File: config.mk
export PLATFORM = sky130hd
export DESIGN_NAME = hazard_scoreboard_flat
export DESIGN_NICKNAME = d
export VERILOG_FILES = /design/src/rtl/hazard_scoreboard_if.sv /design/src/rtl/hazard_scoreboard.sv /design/src/flat_wrapper.sv
export SDC_FILE = /design/constraint.sdc
export NUM_CORES = 1
export LEC_CHECK = 0
export CORE_MARGIN = 1
export CORE_UTILIZATION = 31
export CTS_BUF_LIST = sky130_fd_sc_hd__clkbuf_8 sky130_fd_sc_hd__clkbuf_16
export DETAILED_ROUTE_END_ITERATION = 16
export PLACE_DENSITY = 0.57
export SYNTH_ARGS = -nofsm -noshare
export SYNTH_HDL_FRONTEND = slang
export SYNTH_SLANG_ARGS = --single-unit
File: constraint.sdc
create_clock -name clk -period 11.7 [get_ports clk]
set_clock_uncertainty 0.1 [all_clocks]
set_input_delay 3.51 -clock clk [delete_from_list [all_inputs] [get_ports clk]]
set_output_delay 3.51 -clock clk [all_outputs]
set_load 0.01 [all_outputs]
File: src/rtl/hazard_scoreboard_if.sv
// hazard_scoreboard_if: ID-stage issue/hazard bus between the pipeline front end and the scoreboard
// Front end (master) drives the decoded ID instruction and flush.
// Scoreboard (slave) returns stall, issue and the registered pending count.
interface hazard_scoreboard_if #(parameter int LAT_W = 3);
  logic             id_valid;
  logic [4:0]       id_rs1;
  logic [4:0]       id_rs2;
  logic             id_rs1_used;
  logic             id_rs2_used;
  logic [4:0]       id_rd;
  logic             id_regwrite;
  logic [LAT_W-1:0] id_lat;
  logic             flush;
  logic             stall;
  logic             issue;
  logic [4:0]       pending_cnt;
  modport master (
    output id_valid, id_rs1, id_rs2, id_rs1_used, id_rs2_used, id_rd, id_regwrite, id_lat, flush,
    input  stall, issue, pending_cnt
  );
  modport slave (
    input  id_valid, id_rs1, id_rs2, id_rs1_used, id_rs2_used, id_rd, id_regwrite, id_lat, flush,
    output stall, issue, pending_cnt
  );
endinterface

File: src/rtl/hazard_scoreboard.sv
// hazard_scoreboard: ID-stage interlock tracking in-flight register writes until they are forwardable
// Ports: clk, reset (sync, active-high), sb (slave side of hazard_scoreboard_if).
// stall/issue are combinational from state and ID inputs; pending_cnt is registered.
module hazard_scoreboard #(
  parameter int LAT_W        = 3,
  parameter int FLUSH_WINDOW = 2
) (
  input logic                clk,
  input logic                reset,
  hazard_scoreboard_if.slave sb
);
  localparam int AW = FLUSH_WINDOW > 0 ? $clog2(FLUSH_WINDOW + 1) : 1;
  logic [LAT_W-1:0] cnt_q [31];
  logic [LAT_W-1:0] cnt_d [31];
  logic [AW-1:0]    age_q [31];
  logic [AW-1:0]    age_d [31];
  logic [4:0]       pending_q;
  logic [4:0]       pending_d;
  logic [LAT_W-1:0] cnt_ext [32];
  logic             raw;
  logic             waw;
  logic             stall;
  logic             issue;
  logic             wr;
  always_comb begin
    // X31 reads as an always-idle entry so it can never match or stall
    cnt_ext = '{default: '0};
    for (int r = 0; r < 31; r++) cnt_ext[r] = cnt_q[r];
    raw = sb.id_valid & ((sb.id_rs1_used & (sb.id_rs1 != 5'd31) & (cnt_ext[sb.id_rs1] != '0)) |
                         (sb.id_rs2_used & (sb.id_rs2 != 5'd31) & (cnt_ext[sb.id_rs2] != '0)));
    // a shorter op may not overtake a longer one to the same destination
    waw = sb.id_valid & sb.id_regwrite & (sb.id_rd != 5'd31) & (cnt_ext[sb.id_rd] > sb.id_lat);
    stall = raw | waw;
    issue = sb.id_valid & ~stall & ~sb.flush;
    wr = issue & sb.id_regwrite & (sb.id_rd != 5'd31) & (sb.id_lat != '0);
    pending_d = '0;
    for (int r = 0; r < 31; r++) begin
      // entries young enough to belong to flushed instructions vanish on flush
      cnt_d[r] = (wr && sb.id_rd == 5'(r)) ? sb.id_lat :
                 (sb.flush && age_q[r] < AW'(FLUSH_WINDOW)) ? '0 :
                 (cnt_q[r] != '0) ? cnt_q[r] - LAT_W'(1) : '0;
      age_d[r] = (wr && sb.id_rd == 5'(r)) ? '0 :
                 (sb.flush && age_q[r] < AW'(FLUSH_WINDOW)) ? '0 :
                 (age_q[r] == AW'(FLUSH_WINDOW)) ? age_q[r] : age_q[r] + AW'(1);
      pending_d = pending_d + 5'(cnt_d[r] != '0);
    end
  end
  always_ff @(posedge clk) begin
    if (reset) begin
      cnt_q     <= '{default: '0};
      age_q     <= '{default: '0};
      pending_q <= '0;
    end else begin
      cnt_q     <= cnt_d;
      age_q     <= age_d;
      pending_q <= pending_d;
    end
  end
  assign sb.stall       = stall;
  assign sb.issue       = issue;
  assign sb.pending_cnt = pending_q;
endmodule

File: src/flat_wrapper.sv
// flat-port wrapper written by rule: the top's interface ports become plain ports
module hazard_scoreboard_flat 
#(
  parameter int LAT_W        = 3,
  parameter int FLUSH_WINDOW = 2
)
  (clk, reset, sb_id_valid, sb_id_rs1, sb_id_rs2, sb_id_rs1_used, sb_id_rs2_used, sb_id_rd, sb_id_regwrite, sb_id_lat, sb_flush, sb_stall, sb_issue, sb_pending_cnt);
  hazard_scoreboard_if #(.LAT_W(LAT_W)) sb_i ();
  input logic clk;
  input logic reset;
  input wire logic [$bits(sb_i.id_valid)-1:0] sb_id_valid;
  input wire logic [$bits(sb_i.id_rs1)-1:0] sb_id_rs1;
  input wire logic [$bits(sb_i.id_rs2)-1:0] sb_id_rs2;
  input wire logic [$bits(sb_i.id_rs1_used)-1:0] sb_id_rs1_used;
  input wire logic [$bits(sb_i.id_rs2_used)-1:0] sb_id_rs2_used;
  input wire logic [$bits(sb_i.id_rd)-1:0] sb_id_rd;
  input wire logic [$bits(sb_i.id_regwrite)-1:0] sb_id_regwrite;
  input wire logic [$bits(sb_i.id_lat)-1:0] sb_id_lat;
  input wire logic [$bits(sb_i.flush)-1:0] sb_flush;
  output wire logic [$bits(sb_i.stall)-1:0] sb_stall;
  output wire logic [$bits(sb_i.issue)-1:0] sb_issue;
  output wire logic [$bits(sb_i.pending_cnt)-1:0] sb_pending_cnt;
  assign sb_i.id_valid = sb_id_valid;
  assign sb_i.id_rs1 = sb_id_rs1;
  assign sb_i.id_rs2 = sb_id_rs2;
  assign sb_i.id_rs1_used = sb_id_rs1_used;
  assign sb_i.id_rs2_used = sb_id_rs2_used;
  assign sb_i.id_rd = sb_id_rd;
  assign sb_i.id_regwrite = sb_id_regwrite;
  assign sb_i.id_lat = sb_id_lat;
  assign sb_i.flush = sb_flush;
  assign sb_stall = sb_i.stall;
  assign sb_issue = sb_i.issue;
  assign sb_pending_cnt = sb_i.pending_cnt;
  hazard_scoreboard #(.LAT_W(LAT_W), .FLUSH_WINDOW(FLUSH_WINDOW)) u_core (.clk(clk), .reset(reset), .sb(sb_i));
endmodule
Word level (Yosys, flattened, before mapping)
Cells that the tools add are included. W data, S select, Z words.

$add $sub $neg: 92. Order comparisons: 35. Equality and inequality tests: 64. Mux-type cells: 102. Bitwise operators: 20. Reductions and logical operators: 159.

Operators with widths (count): $mux W3 (99); $reduce_bool A3 Y1 (65); $add A5 B1 Y5 (29); $reduce_or A3 Y1 (31); $sub A3 B1 Y3 const B (31); $eq A5 B5 Y1 const B (15); $add A2 B1 Y2 const B (31); $eq A2 B2 Y1 const B (31); $logic_and A1 B1 Y1 (62); $lt A2 B2 Y1 const B (31); $bmux W3 S5 (3); $eq A5 B4 Y1 const B (8); $eq A5 B3 Y1 const B (4); $ge A6 B6 Y1 const B (3); $not A5 Y6 (3); $ne A5 B5 Y1 const B (3); $and A1 B1 Y1 (13); $eq A5 B2 Y1 const B (2); $eq A5 B1 Y1 const B (1); $logic_not A5 Y1 (1); $gt A3 B3 Y1 (1); $add A1 B1 Y2 (1); $not A1 Y1 (2); $or A1 B1 Y1 (2).

Register bits: 160. Input bits: 25. Output and inout bits: 7. Word-level logic and storage cells: 535.

Depth between registers and ports, before layout
Gate-level depths: netlist of run 1.

Word-level depth: 48. Depth in mapped cells: 34. Depth with buffers taken out: 29.

Worst setup path before layout of run 1
OpenSTA, ideal clock, no wires.

Path type: input to register. Start point: input port sb_id_rd[0]. End point: register u_core.pending_q[4], in the netlist u_core.sb.pending_cnt[4]. Setup time: 0.127 ns. Arrival time: 11.976 ns. Data required time: 11.473 ns. Slack: -0.504 ns. Cell stages on the path: 29. Buffers on the path: 4. Cell sequence: clkbuf_1 buf_1 mux4_2 mux4_2 mux2_2 ha_1 nor2b_1 o21a_1 o21ai_0 nand3b_1 buf_1 or4_4 buf_6 nand2_1 ha_1 fa_1 fa_1 fa_1 fa_1 fa_1 inv_1 fa_1 inv_1 ha_1 fa_1 a21o_1 a21oi_1 xor2_1 nor2_1.

Cells in the longest elaborated chain, start to end: 46. Elaborated cells on any way between the ends: 169. Those cells by class: add/sub: 30; order compare: 1; eq/ne: 31; mux: 34; bitwise: 10; reduce/logical: 63.

RTL lines: from (decl) (RTL line flat_wrapper.sv:16) `input wire logic [$bits(sb_i.id_rd)-1:0] sb_id_rd;`; $not A5 Y6 (not written as such) (RTL line hazard_scoreboard.sv:32) `waw = sb.id_valid & sb.id_regwrite & (sb.id_rd != 5'd31) & (cnt_ext[sb.id_rd] > sb.id_lat);`; $bmux W3 S5 (RTL line hazard_scoreboard.sv:32); $mux W3 (not written as such) (2 in series) (RTL line hazard_scoreboard.sv:32); $gt A3 B3 Y1 (RTL line hazard_scoreboard.sv:32); $and A1 B1 Y1 (RTL line hazard_scoreboard.sv:32); $or A1 B1 Y1 (RTL line hazard_scoreboard.sv:33) `stall = raw | waw;`; $not A1 Y1 (RTL line hazard_scoreboard.sv:34) `issue = sb.id_valid & ~stall & ~sb.flush;`; $and A1 B1 Y1 (2 in series) (RTL line hazard_scoreboard.sv:34); $and A1 B1 Y1 (3 in series) (RTL line hazard_scoreboard.sv:35) `wr = issue & sb.id_regwrite & (sb.id_rd != 5'd31) & (sb.id_lat != '0);`; $logic_and A1 B1 Y1 (RTL line hazard_scoreboard.sv:39) `cnt_d[r] = (wr && sb.id_rd == 5'(r)) ? sb.id_lat :`; $mux W3 (RTL line hazard_scoreboard.sv:39); $reduce_bool A3 Y1 (RTL line hazard_scoreboard.sv:45) `pending_d = pending_d + 5'(cnt_d[r] != '0);`; $add A1 B1 Y2 (RTL line hazard_scoreboard.sv:45); $add A5 B1 Y5 (28 in series) (RTL line hazard_scoreboard.sv:45); $add A5 B1 Y5 * (RTL line hazard_scoreboard.sv:45); to (signal assigned) (RTL line hazard_scoreboard.sv:56) `pending_q <= pending_d;`; to (decl) (RTL line hazard_scoreboard.sv:17) `logic [4:0] pending_q;`.

Mark *: on every way between the ends. The rest lies on a longest branch, timed or not. The select of a mux whose other input is x is not followed. A chain may end at the register's enable or synchronous reset.

Final worst setup path of run 1
Start point: input port sb_id_rd[1]. End point: register u_core.pending_q[4], in the netlist u_core.sb.pending_cnt[4].

The elaborated chain is that of the path after synthesis.

==> results of run 1 <==
## worst max-delay path, delay by kind of cell
| kind | cells | cell delay [ps] |
|---|---|---|
| AOI/OAI and AO/OA | 4 | 640 |
| xor gates and xnor gates | 1 | 190 |
| adders and majority gates | 10 | 4310 |
| buffers and inverters | 5 | 960 |
| muxes | 3 | 1060 |
| and+or+nand+nor | 4 | 840 |
## through the flow
| step | utilization | area [um^2] | TNS [ps] | total power, mW |
|---|---|---|---|---|
| floorplan | - | 11550 | 0 | 0.7156 |
| CTS | 0.3595 | 13160 | 0 | 1.415 |
| finish | 0.3595 | 13160 | 0 | 1.402 |
| global placement | 0.3411 | 12490 | 0 | 0.7658 |
| detailed placement | 0.3411 | 12490 | -87.73 | 0.7727 |
| global route | 0.3595 | 13160 | 0 | 1.466 |
## cells in the mapped netlist (all sizes together) (14+ instances only)
| library cell | count | area (um^2) |
|---|---|---|
| dfxtp | 160 | 3203 |
| nor2 | 149 | 559.3 |
| nand2 | 142 | 533.0 |
| inv | 138 | 518.0 |
| mux2i | 99 | 991.0 |
| ha | 89 | 1114 |
| a21oi | 54 | 270.3 |
| o21ai | 50 | 250.2 |
| and3 | 38 | 237.7 |
| clkbuf | 38 | 143.9 |
| buf | 34 | 269.0 |
| mux4 | 29 | 653.1 |
| nor3 | 28 | 145.1 |
| nor4 | 24 | 210.2 |
| fa | 23 | 460.4 |
| nand2b | 21 | 131.4 |
| or4 | 20 | 191.4 |
| xnor2 | 20 | 175.2 |
| nand3b | 17 | 127.6 |
| xor2 | 14 | 122.6 |
## cells by family (layout without fill, tap and decap cells)
kind of cell	after synthesis	after routing	synth area share
simple gates	498	498	0.2284
compound gates	193	193	0.1053
fa+ha+maj	112	112	0.1365
flops	160	160	0.2778
xor+xnor	34	34	0.02583
buf+inv	210	261	0.08073
mux	131	131	0.1455
## how the worst max path moves through the flow
stage                start                        to  slack (ps)  cells after the start
4_1_cts        sb_id_rd[1]  u_core.sb.pending_cnt[4]         340                     27
3_5_place_dp   sb_id_rd[1]  u_core.sb.pending_cnt[4]         -90                     27
3_3_place_gp   sb_id_rd[1]  u_core.sb.pending_cnt[4]          10                     27
2_1_floorplan  sb_id_rd[0]  u_core.sb.pending_cnt[4]          50                     29
6_report       sb_id_rd[1]  u_core.sb.pending_cnt[4]         360                     27
5_1_grt        sb_id_rd[1]  u_core.sb.pending_cnt[4]          70                     28
## registers in the layout (all words and copies together), names as in the netlist
name and count:
u_core.sb.pending_cnt 5, u_core.cnt_ext 93, u_core.age_q 62
## layer usage
metal  GRT usage  share of wire  wire (um)  up-vias
li1            -              -          -     4689
met1      0.2462           0.46      15480     4745
met2      0.2825           0.44      14920      280
met3     0.04841          0.072       2441       50
met4     0.06649          0.027        904        0
met5           0              0          0        -
## power breakdown
part | total [mW] | switching (mW) | internal (mW) | leakage [nW]
Sequential | 0.579 | 0.0143 | 0.565 | 1.30
Combinational | 0.182 | 0.105 | 0.0764 | 4.22
Clock | 0.641 | 0.244 | 0.398 | 0.323
Total | 1.40 | 0.363 | 1.04 | 5.84
## final cells by class
cell class | count | area share
clock buffers | 20 | 0.03546
flip-flops and latches | 160 | 0.2434
multi-input cells | 968 | 0.5629
inverters | 138 | 0.03936
well taps | 468 | 0.04450
repair buffers | 91 | 0.05876
clock inverters | 12 | 0.01559
==> metrics, run 1 <==
area occupied by registers 0.003203 mm^2; Detail Route Antenna Nets 0; Row Count 70; placed insts 1825; f_max 0.08817 GHz; Area Overhead vs Synth 14.13%; final cell count without fillers 1857; sequential area share after synthesis 0.2778; routed wire length 33.75 mm; worst vdd ir 0.1031 mV; Synth Register Bits 160; dpl ws -87.73 ps; layout filler cell count 3739; clock-pin slew on the worst setup and hold paths 70 ps; Syn Inst Count 1338; Final HPWL DP 25.75 mm; WP data arrival 11530 ps; Ant. Diodes 0; Final setup viols 0; Lkg Pwr 5.843 nW; pin count of the biggest net entering global routing 66; Core ar. 0.03661 mm^2; Worst Reg-to-Reg Cells 25; vias 9764; CP max stage delay 560 ps; hold_buf cts 0; multi-input gate area in the final layout 0.007408 mm^2; Worst Tran Pin Value 762.1 ps; # IOs 32; GRT overflow 0; Net Count, Synth 1475; WHS 438.6 ps; Nets 1513; clock buffer depth 2; final worst setup slack 358.3 ps; CTS sink count 160; hold path endpoint u_core.age_q[39]; crit path launch type input port; # Max-Cap Violations 0; Hold Startpoint u_core.age_q[39]; gr usage total 0.1836; total CTS buffers 17; CTS tree built; Post-Synthesis Cell Area 0.01153 mm^2; number of synthesized flops with an enable pin 0; most common cell after layout, fill and taps aside dfxtp_1; initial antenna violation count 0; Port Buffers 31; DRT iter0 DRCs 835; vias per cell 5.258; Crit path top cell by count fa_1; Pre-antenna DRT Iters 5; RePlAce Congestion 0.9751; mean post-synth cell area 8.618 um^2; CP Capture Type flip-flop; die width 194.9 um; Synth warnings 0; leading cell types in the layout, fill and taps excluded 160 x dfxtp_1, 149 x nor2_1, 142 x nand2_1; post-detailed-route wirelength per cell 18.17 um; Die Area 0.03797 mm^2; fin. max-slew vios 0; CP Max Fanout 17; Cell variety after synth 67; H-tree depth 4; CP required 11890 ps; Slew HR 0.4919; Initial Util 0.3150; r2r setup slk 3540 ps; postcts setup bufs 0; clk_lat worst skew 440 ps; final worst-path cycle share 0.9694; root buf cell clkbuf_16; Post-synth top flop dfxtp_1; critical path class in2reg; DRC Markers 0; unrepaired setup endpoints after global routing no; Tmin final 11340 ps; vias in the first global route 9598; Die H 194.9 um; Slowest-stage cell, CP fa_1; Hold Vio Cnt, Final 0; reg2reg start u_core.cnt_ext[52]; share of cells above drive strength 1 0.1174; min-delay worst type reg2reg; Power Dens Cells 106.5 mW/mm^2; post-cts resize count 0; status completed; ys async rst share 0; Critical R2R Capture u_core.sb.pending_cnt[4]; hold path depth 2; first-pass GRT wire length 54.30 mm
No activity file was read; power rests on OpenSTA's default activity.
==> run 2: changes to the inputs <==
--- a/config.mk
+++ b/config.mk
@@ -9,6 +9,7 @@
 export CORE_UTILIZATION = 31
 export CTS_BUF_LIST = sky130_fd_sc_hd__clkbuf_8 sky130_fd_sc_hd__clkbuf_16
 export DETAILED_ROUTE_END_ITERATION = 16
+export GPL_ROUTABILITY_DRIVEN = 0
 export PLACE_DENSITY = 0.57
 export SYNTH_ARGS = -nofsm -noshare
 export SYNTH_HDL_FRONTEND = slang
==> run 2 against run 1 <==
Effect of this change: clock power shrank 12%; critical path type unchanged; sequential share of layout area grew 0.17 points; critical endpoint unchanged; non-clock buffer count shrank 1; combinational power is essentially flat.
==> metrics, run 2 (synthesis gave the netlist of run 1 again) <==
# IOs 32 (unchanged); post-detailed-route wirelength per cell 18.01 um (-0.89%); Finished Cell Area 0.01307 mm^2 (-0.70%); die width 194.9 um (unchanged); DRC Markers 0 (unchanged); cell family with most CP delay adder cells; layout filler cell count 3771 (+0.86%); worst setup path end u_core.sb.pending_cnt[4]; r2r setup slk 3580 ps (+40 ps); Crit path top cell by count fa_1; critical path class in2reg; H-tree depth 4 (unchanged); Die H 194.9 um (unchanged); postcts setup bufs 0 (unchanged); clock buffer depth 2 (unchanged); Largest register FFs 93 (unchanged); Worst Tran Pin Value 760.6 ps (-1.583 ps); hold_buf cts 0 (unchanged); WP data arrival 11510 ps (-20 ps); Slew HR 0.4930 (+0.001055); Row Count 70 (unchanged); final worst-path cycle share 0.9670 (-0.002365); Worst Reg-to-Reg Cells 26 (+4.0%); Power Dens Cells 101.5 mW/mm^2 (-4.7%); status completed; leading cell types in the layout, fill and taps excluded 160 x dfxtp_1, 149 x nor2_1, 142 x nand2_1; Crit. path cell count 28 (+3.7%); Area Overhead vs Synth 13.32%; Hold Vio Cnt, Final 0 (unchanged); Nets 1512 (-0.066%); crit path launch type input port; f_max 0.08839 GHz (+0.24%); Slowest-stage cell, CP fa_1; pin count of the biggest net entering global routing 68 (+3.0%); Core ar. 0.03661 mm^2 (unchanged); CP Capture Type flip-flop; CP required 11900 ps (about the same); crit path buf inv count 6 (+1); placed cell area 0.01248 mm^2 (about the same); Pre-antenna DRT Iters 8 (+3); share of cells above drive strength 1 0.1154 (-0.001994); GRT overflow 0 (unchanged); Port Buffers 31 (unchanged); routed wire length 33.41 mm (-1.0%); DRT iter0 DRCs 859 (+2.9%); reg2reg start u_core.cnt_ext[52]; CTS sink count 160 (unchanged); fin. max-slew vios 0 (unchanged); root buf cell clkbuf_16; CP Max Fanout 17 (unchanged); Critical R2R Capture u_core.sb.pending_cnt[4]; Tmin final 11310 ps (-27.67 ps); min-delay worst type reg2reg; Critical Path Start sb_id_rd[1]; vias 9707 (-0.58%); fin util 0.3569 (-0.002529); initial antenna violation count 0 (unchanged); Detail Route Antenna Nets 0 (unchanged); unrepaired setup endpoints after global routing no; Final setup viols 0 (unchanged); Final HPWL DP 25.46 mm (-1.1%); first-pass GRT wire length 53.23 mm (-2.0%); Ant. Diodes 0 (unchanged); vias in the first global route 9358 (-2.5%); Initial Util 0.3150 (unchanged); CP max stage delay 550 ps (about the same); CTS tree built; vias per cell 5.233 (-0.48%); total CTS buffers 17 (unchanged); most common cell after layout, fill and taps aside dfxtp_1; clk_lat worst skew 430 ps (about the same); total power 1.327 mW (-5.4%); # Max-Cap Violations 0 (unchanged); Lkg Pwr 5.811 nW (-0.55%); worst vdd ir 0.08345 mV (-19%); clock-pin slew on the worst setup and hold paths 70 ps (about the same); Die Area 0.03797 mm^2 (unchanged); gr usage total 0.1803 (-0.003313)
## run 2: stage by stage
stage / instances / setup WS [ps] / hold slack [ps] / setup TNS (ps)
after detailed placement: 1824 / -100.3 / 420.2 / -100.3
after global routing: 1855 / 65.48 / 459.3 / 0
after global placement: 1824 / -14.96 / 416.4 / -14.96
final: 1855 / 386.0 / 435.7 / 0
after CTS: 1855 / 304.5 / 438.3 / 0
after floorplan: 1338 / 48.77 / 397.5 / 0
## run 2: cell type report
class / count / area (um^2) / area share
Tap cell: 468 / 585.6 / 0.04481
Sequential cell: 160 / 3203 / 0.2451
Clock inverter: 11 / 116.4 / 0.008905
Clock buffer: 20 / 466.7 / 0.03571
Timing Repair Buffer: 90 / 765.7 / 0.05860
Multi-Input combinational cell: 968 / 7412 / 0.5672
Inverter: 138 / 518.0 / 0.03964
## run 2: report_power, final
group | total, mW | internal, mW | switching [mW]
Sequential | 0.579 | 0.565 | 0.0142
Clock | 0.566 | 0.329 | 0.238
Combinational | 0.182 | 0.0766 | 0.105
Total | 1.33 | 0.970 | 0.357
## run 2: metal layers
metal  global-route usage  up-vias  wire length, um
li1                     -     4690                -
met1               0.2477     4656            15450
met2               0.2913      319            15410
met3              0.02655       42             1931
met4              0.05395        0              627
met5                    0        -                0
## run 2: worst min path at each step
stage                      from  depth (start not counted)  slack, ps               end
3_5_place_dp   u_core.age_q[39]                          2        420  u_core.age_q[39]
2_1_floorplan   u_core.age_q[5]                          1        400   u_core.age_q[5]
4_1_cts        u_core.age_q[14]                          2        440  u_core.age_q[14]
3_3_place_gp   u_core.age_q[41]                          2        420  u_core.age_q[41]
6_report        u_core.age_q[5]                          1        440   u_core.age_q[5]
5_1_grt        u_core.age_q[14]                          2        460  u_core.age_q[14]
## run 2: worst register-to-register path: cells and delay by family, from the launching register on
family,cells,cell delay [ps]
flops,1,410
simple gates,5,950
compound gates,4,670
buf+inv,4,460
mux,3,1230
xor+xnor,1,160
fa+ha+maj,9,4010
## run 2: timing repair
action,CTS,global route
endpoints found under the hold margin,0,0
resized for setup,0,1
setup endpoints to repair,0,1
